==> src/rtl/aes_pkg.sv <==
// Shared AES block definitions and a helper that merges an AXIS word into a
// partially assembled 128-bit block.
package aes_pkg;

  localparam int AES_BLK_W         = 128;
  localparam int AES_WORDS_PER_BLK = 4;
  localparam int AES_WORD_W        = 32;

  typedef logic [127:0] aes_blk_t;

  // Word k occupies bits [127-32k -: 32]; with pad_above set, slots after
  // 'slot' are overwritten with pad_word so a short block is fully defined.
  function automatic aes_blk_t aes_merge_word(
    input aes_blk_t    asm_blk,
    input logic [31:0] word,
    input logic [1:0]  slot,
    input logic        pad_above,
    input logic [31:0] pad_word
  );
    aes_blk_t r;
    r = asm_blk;
    for (int k = 0; k < AES_WORDS_PER_BLK; k++) begin
      if (k == int'(slot)) begin
        r[AES_BLK_W-1-AES_WORD_W*k -: AES_WORD_W] = word;
      end else if (pad_above && (k > int'(slot))) begin
        r[AES_BLK_W-1-AES_WORD_W*k -: AES_WORD_W] = pad_word;
      end
    end
    return r;
  endfunction

endpackage

==> src/rtl/aes_axis_block_packer.sv <==
// Packs a 32-bit AXI-Stream plaintext stream into 128-bit AES blocks, padding
// a short final block, with a single inline output register stage.
module aes_axis_block_packer
  import aes_pkg::*;
#(
  parameter int          N        = 32,
  parameter logic [31:0] PAD_WORD = 32'h00000000
) (
  input  logic           S_AXI_clk,
  input  logic           S_AXI_reset,
  input  logic [N-1:0]   S_AXIS_tdata,
  input  logic           S_AXIS_tvalid,
  input  logic           S_AXIS_tlast,
  output logic           S_AXIS_tready,
  output logic [127:0]   blk_data,
  output logic           blk_valid,
  input  logic           blk_ready,
  output logic           blk_last,
  output logic [1:0]     blk_pad_words,
  output logic [15:0]    blk_count
);

  if (N != 32) begin : g_bad_width
    $fatal(1, "aes_axis_block_packer: N must be 32");
  end

  logic [1:0]  cnt_reg;
  logic        pend_reg;
  aes_blk_t    asm_reg;
  logic        asm_last_reg;
  logic [1:0]  asm_pad_reg;
  aes_blk_t    blk_data_reg;
  logic        blk_valid_reg;
  logic        blk_last_reg;
  logic [1:0]  blk_pad_reg;
  logic [15:0] blk_count_reg;

  logic        out_free;
  logic        tready;
  logic        accept;
  logic        completing;
  logic        load_direct;
  logic        load_pend;
  aes_blk_t    merged;

  assign out_free    = !blk_valid_reg || blk_ready;
  assign tready      = !pend_reg && ((cnt_reg != 2'd3) || out_free);
  assign accept      = S_AXIS_tvalid && tready;
  assign completing  = accept && ((cnt_reg == 2'd3) || S_AXIS_tlast);
  assign load_direct = completing && out_free;
  // pend and accept are mutually exclusive because tready is low while pending
  assign load_pend   = pend_reg && out_free;
  assign merged      = aes_merge_word(asm_reg, S_AXIS_tdata, cnt_reg, completing, PAD_WORD);

  always_ff @(posedge S_AXI_clk) begin
    if (S_AXI_reset) begin
      cnt_reg       <= 2'd0;
      pend_reg      <= 1'b0;
      asm_reg       <= '0;
      asm_last_reg  <= 1'b0;
      asm_pad_reg   <= 2'd0;
      blk_data_reg  <= '0;
      blk_valid_reg <= 1'b0;
      blk_last_reg  <= 1'b0;
      blk_pad_reg   <= 2'd0;
      blk_count_reg <= 16'd0;
    end else begin
      if (blk_valid_reg && blk_ready) begin
        blk_valid_reg <= 1'b0;
        blk_count_reg <= blk_count_reg + 16'd1;
      end
      // A new load overrides the handshake clear so valid stays high.
      if (load_direct) begin
        blk_data_reg  <= merged;
        blk_valid_reg <= 1'b1;
        blk_last_reg  <= S_AXIS_tlast;
        blk_pad_reg   <= 2'd3 - cnt_reg;
      end else if (load_pend) begin
        blk_data_reg  <= asm_reg;
        blk_valid_reg <= 1'b1;
        blk_last_reg  <= asm_last_reg;
        blk_pad_reg   <= asm_pad_reg;
        pend_reg      <= 1'b0;
      end
      if (accept) begin
        if (completing) begin
          cnt_reg <= 2'd0;
          if (!out_free) begin
            asm_reg      <= merged;
            asm_last_reg <= S_AXIS_tlast;
            asm_pad_reg  <= 2'd3 - cnt_reg;
            pend_reg     <= 1'b1;
          end
        end else begin
          asm_reg <= merged;
          cnt_reg <= cnt_reg + 2'd1;
        end
      end
    end
  end

  assign S_AXIS_tready = tready;
  assign blk_data      = blk_data_reg;
  assign blk_valid     = blk_valid_reg;
  assign blk_last      = blk_last_reg;
  assign blk_pad_words = blk_pad_reg;
  assign blk_count     = blk_count_reg;

endmodule

==> config.mk <==
export PLATFORM = sky130hd
export DESIGN_NAME = aes_axis_block_packer
export DESIGN_NICKNAME = d
export VERILOG_FILES = /design/src/rtl/aes_pkg.sv /design/src/rtl/aes_axis_block_packer.sv
export SDC_FILE = /design/constraint.sdc
export NUM_CORES = 1
export LEC_CHECK = 0
export CAP_MARGIN = 20
export CORE_MARGIN = 2
export CORE_UTILIZATION = 40
export DETAILED_ROUTE_END_ITERATION = 8
export DONT_BUFFER_PORTS = 1
export GPL_TIMING_DRIVEN = 0
export PLACE_DENSITY = 0.63
export SYNTH_ARGS = -nofsm -noshare
export SYNTH_HDL_FRONTEND = slang
export SYNTH_SLANG_ARGS = --single-unit
==> constraint.sdc <==
create_clock -name S_AXI_clk -period 2.5 [get_ports S_AXI_clk]
set_input_delay 0.625 -clock S_AXI_clk [delete_from_list [all_inputs] [get_ports S_AXI_clk]]
set_output_delay 0.625 -clock S_AXI_clk [all_outputs]
set_load 0.01 [all_outputs]
==> out/summary.txt, run 1 <==
drt initial violations: 678
Clk pin slew, worst setup/hold paths: 0.06 ns
Seq/Total Area, Yosys: 54.5%
Yosys top cell area share: 54.5%
Slew @ Worst Pin: 1.05 ns
Synthesis Warnings: 0
peak supply drop: 528 uV
post-synthesis simple-gate area fraction: 15.2%
hold slack: 0.203 ns
syn_nets: 1054
Crit Path Class: reg -> reg
DR pass1 iterations: 8
# IOs: 186
Fmax: 420 MHz
via count: 8234
Final Hold Fails: 0
unique cell type count in the Yosys netlist: 49
Crit path buffers/inverters: 2
placer congestion estimate: 0.864
Cell Chain, Critical Path: ha_1 > buf_6 > nor2_1 > nor4_2 > clkbuf_1 > and3_1 > a221o_1
largest family of logic cells by synthesized area: compound AO/OA/AOI/OAI gates
Clock Path Buffers: 3
IO buf count: 0
crit path launch type: flop
clk_skew: 0.0105 ns
Post-Syn Instances: 1011
HP Start: S_AXIS_tdata[7]
worst-skew pair later-pin latency: 0.55 ns
Final Total Pwr: 9.63 mW
Slew headroom: 29.7%
Avg Inst Size Synth: 10.2 um2
CTS root buf: clkbuf_16
Min-Delay Endpoint: asm_reg[39]
Tmin final: 2.38 ns
Setup crit end kind: flop
flop2flop setup slack: 0.12 ns
mux contribution to synthesized area: 0%
detailed placer's ending HPWL: 23000 um
Global Route Usage Sum: 22.9%
hold_buf cts: 0
leakage: 4.45 nW
Synth Area in Adders: 0.725%
H-tree depth: 1
die height: 165 um
Synth Area in XOR/XNOR: 0.846%
async set or reset register ratio after synthesis: 0%
Layout area overhead: 13.7%
CTS tree: built
Crit path arrival time: 2.87 ns
Row Count: 58
Primary FF master, synth: dfxtp_1
vias in the first global route: 7744
RSZ-0062 raised after global routing: no
WP depth: 7
Worst Setup Slack, final: 0.121 ns
DIE WIDTH: 165 um
CP top delay family: simple AND/OR/NAND/NOR gates
Setup-failing EPs final: 0
EDFF count, synth: 0
crit-path max FO: 10
Max Cap Violations: 0
r2r endpoint: blk_data[123]
WL/cell: 23.2 um
Worst setup startpoint: cnt_reg[1]
outcome: finished clean
Detail Route Antenna Nets: 0
global route total overflow: 0
power per cell area: 818 mW/mm2
Worst path max stage delay: 0.67 ns
HP Class: in -> reg
Max Slew Vio Count: 0
r2r worst-path depth: 7
FF+latch count, synth: 282
# DRC: 0
area of the multi-input gates: 0.00433 mm2
largest net degree at the start of global routing: 15
nets: 1085
post-synth top area cell: dfxtp_1
die area: 0.0272 mm2
DR vias/cell: 5.90
Filler cells: 2404
Num CTS Buffers: 29
worst endpoint required time: 2.99 ns
Post-Syn Area: 0.0104 mm2
Initial Utilization: 40.9%
dominant cells by area after synthesis: dfxtp_1 (55%), a221o_1 (6.7%), a22o_1 (5.5%)
Core Area: 0.0253 mm2
compound-cell area share of the yosys netlist: 24.8%
hold depth: 1
initial antenna violation count: 1
Final Cycle Share: 95.2%
share of cells above drive strength 1: 9.96%
FF/Latch Area: 0.00565 mm2
worst r2r src: cnt_reg[1]
global-route wire length before repair: 48100 um
CP max stage cell: nor4_2
CTS sink count: 282
Placement Setup Slack: -0.296 ns
final WL: 32300 um
Yosys cell counts, types with 3 or more instances:
cell and count:
xor2_1 6, a221oi_2 10, nand4_1 7, xnor2_1 4, buf_1 3, and2_1 51, buf_2 26, o221ai_1 14
a22o_1 65, and3_1 38, buf_6 3, nand2_1 99, inv_1 7, dfxtp_1 282, o21ai_0 20, clkbuf_1 53
a22oi_1 18, a31oi_1 16, a221o_1 69, and4_1 3, or3_1 5, nand3_1 6, ha_1 6, a21oi_1 42
a222oi_1 35, nor2_1 87, nor3_1 5, nor3b_2 3, a221oi_1 3
what timing repair did:
item	CTS	global route
pin swaps	0	1
setup buffers	0	1
gates resized for setup	2	11
endpoints found under the setup margin	60	71
how the worst max path moves through the flow:
| stage | end | slack (ns) |
|---|---|---|
| after floorplan | blk_data[117] | 0.44 |
| after global placement | blk_data[121] | -0.31 |
| after detailed placement | blk_data[120] | -0.30 |
| after CTS | blk_data[57] | 0.002 |
| after global routing | asm_reg[117] | 0.004 |
| final | blk_data[123] | 0.12 |
metrics by stage:
stage	TNS (ns)	area [um2]	std cells	util (%)
global placement	-9.91	10800	1341	42.5
finish	0	11800	1395	46.5
global route	0	11800	1394	46.5
CTS	0	11700	1394	46.4
floorplan	0	10400	1011	-
detailed placement	-10.50	10800	1341	42.5
report_power, final:
group	switching [mW]	total (mW)	internal [mW]
Sequential	0.122	4.73	4.61
Combinational	0.332	0.490	0.158
Clock	1.81	4.41	2.61
final cells by class:
type / count / area share, %
flip-flops and latches: 282 / 48.0
repair buffers: 1 / 0.0638
well taps: 330 / 3.51
clock inverters: 6 / 0.712
inverters: 7 / 0.223
clock buffers: 47 / 7.50
multi-input cells: 636 / 36.8
diodes: 1 / 0.0213
plain buffers: 85 / 3.25
cells by family (layout without fill, tap and decap cells):
| logic type | count (synthesis) | in the layout |
|---|---|---|
| and+or+nand+nor | 317 | 317 |
| adders and majority gates | 6 | 6 |
| other | 0 | 1 |
| xor gates and xnor gates | 10 | 10 |
| AOI/OAI and AO/OA | 303 | 303 |
| buffers and inverters | 93 | 146 |
| DFF | 282 | 282 |
placed cells by master (no fill, tap or decap), types with 29 or more instances in the layout:
cell type / netlist / routed
clkbuf_16: 0 / 29
nor2_1: 87 / 87
a22o_1: 65 / 65
and2_1: 51 / 51
a21oi_1: 42 / 42
a221o_1: 69 / 69
nand2_1: 99 / 99
dfxtp_1: 282 / 281
and3_1: 38 / 38
a222oi_1: 35 / 35
clkbuf_1: 53 / 57
layer usage:
layer	up-vias	wire length, um	share of wire, %	global-route usage, %
met5	-	0	0	0
met2	311	14600	45	36.0
met1	3993	13500	42	30.3
met3	56	3380	10	7.61
met4	0	873	2.7	6.21
li1	3874	-	-	-
worst reg2reg max path, stage by stage (launching register included):
cell and delay, ns:
dfxtp_1 0.43, ha_1 0.20, buf_6 0.14, nor2_1 0.08, nor4_2 0.67, clkbuf_1 0.45, and3_1 0.24, a221o_1 0.10
No activity file was read; power rests on OpenSTA's default activity.
==> run 2: changes to the inputs <==
MAX_ROUTING_LAYER = met4   (was unset)
==> run 2 against run 1 <==
Net effect:
- sequential power barely moved
- global-route usage rose by 0.70 points
- setup slack improved by 0.010 ns
- critical endpoint is now blk_data[120]
- largest power group unchanged
==> out/summary.txt, run 2 (synthesized netlist as in run 1, its figures left out) <==
RSZ-0062 raised after global routing: no (unchanged)
Slew headroom: 28.0% (was 29.7%)
Clk pin slew, worst setup/hold paths: 0.06 ns (about the same)
Detail Route Antenna Nets: 0 (unchanged)
vias in the first global route: 7741 (was 7744)
switching share of power: 23.3% (was 23.5%)
placer congestion estimate: 0.878 (was 0.864)
share of cells above drive strength 1: 10.1% (was 9.96%)
Core Area: 0.0253 mm2 (unchanged)
most frequent cells in the layout: dfxtp_1 (281), nand2_1 (99), nor2_1 (87) (unchanged)
Max Cap Violations: 0 (unchanged)
Worst path max stage delay: 0.65 ns (was 0.67 ns)
hold_buf cts: 0 (unchanged)
largest net degree at the start of global routing: 15 (unchanged)
DR vias/cell: 5.92 (was 5.90)
Setup-failing EPs final: 0 (unchanged)
Gate power share: 5.1% (about the same)
final setup TNS: 0 ns (unchanged)
Fmax: 422 MHz (was 420 MHz)
CTS tree: built (unchanged)
DR pass1 iterations: 8 (unchanged)
area of the multi-input gates: 0.00433 mm2 (unchanged)
H-tree depth: 1 (unchanged)
HP Class: in -> reg (unchanged)
Crit path arrival time: 2.85 ns (was 2.87 ns)
hold slack: 0.202 ns (was 0.203 ns)
crit path launch type: flop (unchanged)
Crit path buffers/inverters: 2 (unchanged)
leakage: 4.46 nW (was 4.45 nW)
crit-path max FO: 10 (unchanged)
Num CTS Buffers: 29 (unchanged)
Power Internal: 7.37 mW (about the same)
die height: 165 um (unchanged)
Crit Path Class: reg -> reg (unchanged)
CP max stage cell: nor4_2 (unchanged)
die area: 0.0272 mm2 (unchanged)
IO buf count: 0 (unchanged)
ant diodes: 0 (was 1)
outcome: finished clean (unchanged)
global-route wire length before repair: 48100 um (about the same)
CTS sink count: 282 (unchanged)
detailed placer's ending HPWL: 23000 um (unchanged)
Initial Utilization: 40.9% (unchanged)
most common cell after layout, fill and taps aside: dfxtp_1 (unchanged)
Row Count: 58 (unchanged)
peak supply drop: 525 uV (was 528 uV)
clk_skew: 0.0141 ns (was 0.0105 ns)
nets: 1087 (was 1085)
clock share of power: 45.7% (was 45.8%)
fin util: 46.5% (about the same)
Final Hold Fails: 0 (unchanged)
power per cell area: 816 mW/mm2 (was 818 mW/mm2)
worst-skew pair later-pin latency: 0.55 ns (about the same)
global route total overflow: 0 (unchanged)
Switch Pwr: 2.24 mW (was 2.26 mW)
Layout area overhead: 13.8% (was 13.7%)
Cell Chain, Critical Path: ha_1 > buf_6 > nor2_1 > nor4_2 > clkbuf_1 > and3_1 > a221o_1 (unchanged)
Max Slew Vio Count: 0 (unchanged)
DIE WIDTH: 165 um (unchanged)
via count: 8264 (was 8234)
CTS root buf: clkbuf_16 (unchanged)
FF/Latch Area: 0.00565 mm2 (unchanged)
# IOs: 186 (unchanged)
worst endpoint required time: 2.98 ns (was 2.99 ns)
Flop pwr share: 49.2% (was 49.1%)
# DRC: 0 (unchanged)
Final Cycle Share: 94.8% (was 95.2%)
Global Route Usage Sum: 23.6% (was 22.9%)
drt initial violations: 690 (was 678)
final WL: 32300 um (about the same)
CP top delay family: simple AND/OR/NAND/NOR gates (unchanged)
WL/cell: 23.1 um (was 23.2 um)
Tmin final: 2.37 ns (was 2.38 ns)
Clock Path Buffers: 3 (unchanged)
Filler cells: 2405 (was 2404)
Slew @ Worst Pin: 1.07 ns (was 1.05 ns)
initial antenna violation count: 1 (unchanged)
Setup crit end kind: flop (unchanged)
## run 2: changes by cell type in the layout (fill, tap and decap cells not counted)
cell,delta
diode_2,-1
buf_4,+2
## run 2: what timing repair did
action / in CTS / in global routing
pin swaps: 0 / 2
setup buffers: 0 / 3
setup endpoints to repair: 60 / 73
resized for setup: 2 / 11
cloned: 0 / 0
## run 2: final cells by class
type                            count  area share, %
Clock inverter                      6          0.711
Sequential cell                   282           47.9
Tap cell                          330           3.50
Clock buffer                       47           7.50
Timing Repair Buffer                3          0.191
Buffer                             85           3.25
Inverter                            7          0.223
Multi-Input combinational cell    636           36.7
## run 2: final timing paths
kind	startpoint	endpoint	slack [ns]	depth (start not counted)
setup / recovery	cnt_reg[1]	blk_data[120]	0.13	7
hold / removal	S_AXIS_tdata[1]	asm_reg[33]	0.20	1
setup reg to reg	cnt_reg[1]	blk_data[120]	0.13	7
hold reg to reg	asm_reg[122]	asm_reg[122]	0.46	2
## run 2: power by group through the flow
stage               clock network (mW)  registers [mW]  logic (mW)
finish                            4.39            4.73       0.494
global route                      4.66            4.74       0.540
CTS                               4.45            4.73       0.487
detailed placement                   0            4.83       0.485
global placement                     0            4.83       0.475
floorplan                            0            4.79       0.342
## run 2: through the flow
step	std cells	power [mW]	worst slack, ns	instance area, um2
CTS	1394	9.67	0.00155	11700
finish	1396	9.62	0.131	11800
floorplan	1011	5.13	0.439	10400
global route	1396	9.94	0.0206	11800
detailed placement	1341	5.31	-0.296	10800
global placement	1341	5.30	-0.314	10800
## run 2: metal layers
metal / wire length [um] / part of all wire, % / vias to the layer above / global-route usage (%)
li1: - / - / 3877 / -
met1: 13500 / 42 / 4033 / 30.3
met2: 14700 / 45 / 296 / 36.0
met3: 3230 / 10 / 58 / 7.63
met4: 862 / 2.7 / 0 / 6.21
met5: 0 / 0 / - / -
==> variant 1 (config.mk and constraints of run 1) <==
Change the package constant `AES_BLK_W` from 128 to 64.
--- a/src/rtl/aes_pkg.sv
+++ b/src/rtl/aes_pkg.sv
@@ -2,7 +2,7 @@
 // partially assembled 128-bit block.
 package aes_pkg;
 
-  localparam int AES_BLK_W         = 128;
+  localparam int AES_BLK_W         = 64;
   localparam int AES_WORDS_PER_BLK = 4;
   localparam int AES_WORD_W        = 32;
 
Behaviour: not the same (a bounded check fails within 4 cycles, from zero or initial values and one cycle with S_AXI_reset high).
==> variant 1 against run 1 <==
Total power is 41% lower. Core utilization is 1.2 points higher. Area after synthesis is 34% lower. Sequential share of layout area is 9.2 points lower. Worst setup slack worse by 0.022 ns. Via count is 30% lower. Routed wire length is 40% lower. Clock power is 44% lower. Global-route usage is 2.0 points lower. Cell count is 21% lower. Final area is 32% lower. Maximum frequency is 0.90% lower. Critical path type is now reg -> out. Sequential cell count is 128 lower. Critical path depth is 3 lower.
==> variant 1: results (changes against run 1) <==
| Metric | Value |
|---|---|
| Compound-Gate Fraction of Synth Area | 20.45% (-4.3 points) |
| Worst hold endpoint | asm_reg[42]$_SDFFE_PP0P_ |
| Grt met3 use | 7.183% (-0.43 points) |
| First-pass GRT wire length | 29.71 mm (-38%) |
| Ant diodes | 0 (-1) |
| Hold Slack | 0.3335 ns (+0.1302 ns) |
| Comb group | 0.581 mW (+19%) |
| Net Sw Frac | 26.19% (+2.7 points) |
| H-tree levels | 4 (+3) |
| Hold Crit Start | S_AXIS_tdata[10] |
| Fill cells | 1,668 (-31%) |
| Worst vdd ir | 0.6335 mV (+20%) |
| WL met3 | 1.939 mm (-43%) |
| Sequential Power Share | 46.7% (-2.4 points) |
| Reg-to-reg startpoint | cnt_reg[0]$_SDFFE_PP0N_ |
| Post-synthesis cell count | 783 (-23%) |
| Clock Skew | 0.005076 ns (-0.005446 ns) |
| Area post-placement | 0.007393 mm² (-31%) |
| Synth Area in Adders | 0.7273% (+0.0023 points) |
| Total CTS buffers | 17 (-41%) |
| Cell Count, Final, Fillers Out | 1,098 (-21%) |
| DRT Pass-1 Iters | 5 (-3) |
| Mux contribution to synthesized area | 1.600% (+1.6 points) |
| XOR/XNOR share of the synthesized area | 1.273% (+0.43 points) |
| Initial antenna violation count | 0 (-1) |
| R2R depth | 8 (+1) |
| Final Wtd Congestion | 0.8059 (-6.7%) |
| Relative slew slack | 42.57% (+13 points) |
| FF-to-FF setup slack | 0.19 ns (+0.07 ns) |
| WL per Instance | 17.58 µm (-24%) |
| First DRT Iteration DRCs | 506 (-25%) |
| CTS Buffer Depth | 2 (-1) |
| Worst setup endpoint | S_AXIS_tready |
| Top cells by area, synth | dfxtp_1 45%, buf_4 7.9%, nor2_1 5.3% |
| Met1 Use GR | 26.80% (-3.5 points) |
| R2r endpoint | blk_data[53]$_SDFFE_PP0P_ |
| Placement Setup Slack | -0.07041 ns (+0.2254 ns) |
| M1 WL | 8.160 mm (-39%) |
| Leakage | 3.187 nW (-28%) |
| Vias | 5,760 (-30%) |
| Pin count of the biggest net entering global routing | 17 (+2) |
| Placed cell count | 1,066 (-21%) |
| Later-pin clock latency in the skew report | 0.42 ns (-0.13 ns) |
| Sequential share of the synthesized area | 44.80% (-9.7 points) |
| DP HPWL | 13.56 mm (-41%) |
| Share of layout cells above drive strength 1 | 16.40% (+6.4 points) |
| # nets final | 906 (-16%) |
| Run status | finished, final reports clean |
| Tot GR Track Use | 20.95% (-2.0 points) |
| Critical Path Start | blk_valid$_SDFFE_PP0P_ |
| Post-synth top cells | 154 x dfxtp_1, 97 x nor2_1, 95 x nand2_1, 72 x a21oi_1, 72 x buf_4 |
| Hold path cells | 2 (+1) |
[variant 1: repair_timing]
action                                 4_1_cts  5_1_grt
setup endpoints to repair                   31        7
endpoints found under the hold margin        0        0
gates resized for setup                      2        3
pin swaps                                    0        0
cloned                                       0        0
[variant 1: area by class of cell]
class,instances,area [µm²],share of cell area (%)
tap,220,275.3,3.456
buffer,122,789.5,9.914
sequential,154,3084,38.73
clock inverter,11,96.34,1.210
inverter,6,22.52,0.2828
clock buffer,21,460.4,5.782
multi-input combinational,564,3236,40.63
[variant 1: cells by family after synthesis]
family | count (synthesis)
XOR/XNOR | 10
AO/OA/AOI/OAI | 184
buffers and inverters | 128
AND/OR/NAND/NOR | 292
other | 1
adder cells (fa/ha/maj) | 4
flip-flops | 154
multiplexers | 10
[variant 1: worst max-delay path, cell delays in order, from the launching register on]
cell	delay, ns
dfxtp_2	0.42
nor2b_4	0.27
buf_4	0.21
buf_2	0.27
a21oi_1	0.18
==> variant 2 (flow settings as in run 1) <==
Without the edit above. Register the output `blk_count` once more, without a reset; this adds one clock of latency there. The other outputs are not delayed to match.
--- a/src/rtl/aes_axis_block_packer.sv
+++ b/src/rtl/aes_axis_block_packer.sv
@@ -104,7 +104,9 @@
   assign blk_valid     = blk_valid_reg;
   assign blk_last      = blk_last_reg;
   assign blk_pad_words = blk_pad_reg;
-  assign blk_count     = blk_count_reg;
+  always_ff @(posedge S_AXI_clk) begin
+    blk_count <= blk_count_reg;
+  end
 
 endmodule
 
Formal check against the unedited RTL: not equivalent (a bounded check fails within 4 cycles, from zero or initial values and one cycle with S_AXI_reset high).
==> variant 2 against run 1 <==
Global-route usage decreased by 0.36 points. Non-clock buffer count shrank 2. Final area rose by 5.3%. Total power is 6.9% higher. Critical endpoint is now blk_data[23]$_SDFFE_PP0P_. Routed wire length grew 2.4%. Maximum frequency shrank 1.3%. Worst setup slack got worse by 0.031 ns. Sequential cell count is 16 higher. Core utilization shrank 0.23 points. Clock skew shrank 0.0029 ns. Critical path depth shrank 1. Area after synthesis increased by 4.8%.
==> variant 2: results (changes against run 1) <==
| Metric | Value |
|---|---|
| # clk buffers | 42 (-11%) |
| Clk tree area frac | 8.458% (+0.24 points) |
| Vias | 8,342 (+1.3%) |
| Mean Syn Cell Area | 10.49 µm² (+2.5%) |
| WP data arrival | 2.89 ns (+0.02 ns) |
| M1 WL | 14.32 mm (+6.3%) |
| DRT Pass-1 Iters | 7 (-1) |
| Met1 Use GR | 29.99% (-0.28 points) |
| Synthesis-to-layout area growth | 14.24% |
| Mux contribution to synthesized area | 0.09224% (+0.092 points) |
| DP HPWL | 22.58 mm (-1.9%) |
| XOR/XNOR share of the synthesized area | 0.8071% (-0.039 points) |
| Final non-clock buffer share | 3.300% (-0.016 points) |
| Placement Setup Slack | -0.4194 ns (-0.1236 ns) |
| Placed cell count | 1,376 (+2.6%) |
| Worst vdd ir | 0.5238 mV (-0.84%) |
| Ant diodes | 0 (-1) |
| M2 GR Usage | 35.82% (-0.21 points) |
| Relative slew slack | 35.41% (+5.7 points) |
| Clock Skew | 0.007670 ns (-0.002852 ns) |
| Synth Area in Adders | 0.6918% (-0.033 points) |
| WL met3 | 2.806 mm (-17%) |
| Grt met3 use | 7.084% (-0.52 points) |
| Post-synth top cells | 298 x dfxtp_1, 118 x nor2_1, 95 x and2_1, 72 x nand2_1, 64 x a22o_1 |
| Area post-placement | 0.01129 mm² (+4.8%) |
| DR vias/cell | 5.825 (-1.3%) |
| # clock sinks | 298 (+5.7%) |
| Fraction of area in multi-input gates | 36.47% (-0.29 points) |
| # nets final | 1,112 (+2.5%) |
| Post-synthesis cell count | 1,034 (+2.3%) |
| Met2 WL | 15.35 mm (+5.0%) |
| Sequential share of the synthesized area | 54.98% (+0.46 points) |
| Fraction of area in registers | 48.12% (+0.16 points) |
| Run status | finished, final reports clean |
| Share of layout cells above drive strength 1 | 13.84% (+3.9 points) |
| Total CTS buffers | 31 (+6.9%) |
| Compound-Gate Fraction of Synth Area | 22.09% (-2.7 points) |
==> variant 2: cell types whose count changed after synthesis, sizes merged, moves of 14 or more <==
cell	before	now
a221oi	13	33
a22oi	18	2
a31oi	16	1
and2	51	95
and3	38	5
dfxtp	282	298
nand2	99	72
nor2	88	123
nor4	2	36
o221ai	14	0
==> variant 2: report_power, final <==
part / leakage [nW] / switching [mW] / internal [mW]
clock network: 0.520 / 1.89 / 2.85
registers: 2.41 / 0.137 / 4.87
logic: 1.90 / 0.359 / 0.185
==> variant 2: worst paths after layout <==
| check | start | to | slack (ns) | cells past startpoint |
|---|---|---|---|---|
| max | cnt_reg[1]$_SDFFE_PP0P_ | blk_data[23]$_SDFFE_PP0P_ | 0.09 | 6 |
| min | S_AXIS_tdata[1] | asm_reg[97]$_SDFFE_PP0P_ | 0.20 | 2 |
| max reg2reg | cnt_reg[1]$_SDFFE_PP0P_ | blk_data[23]$_SDFFE_PP0P_ | 0.09 | 6 |
| min reg2reg | blk_count_reg[15]$_SDFFE_PP0P_ | blk_count[15]$_DFF_P_ | 0.36 | 0 |
==> variant 2: logic make-up (layout without fill, tap and decap cells) <==
kind of cell    count (synthesis)  in the layout
fa+ha+maj                       6              6
buf+inv                        89            146
compound gates                260            260
mux                             1              1
simple gates                  370            370
xor+xnor                       10             10
flops                         298            298
==> variant 2: repair_timing <==
action / CTS / global route
setup endpoints to repair: 100 / 92
pin swaps: 0 / 2
cloned: 0 / 0
setup buffers: 0 / 1
resized for setup: 8 / 7
==> variant 2: worst register-to-register path: cells and delay by family, from the launching register on <==
| family | cells | cell delay [ns] |
|---|---|---|
| adders and majority gates | 1 | 0.27 |
| buffers and inverters | 1 | 0.58 |
| AOI/OAI and AO/OA | 3 | 1.00 |
| and+or+nand+nor | 1 | 0.12 |
| DFF | 1 | 0.38 |
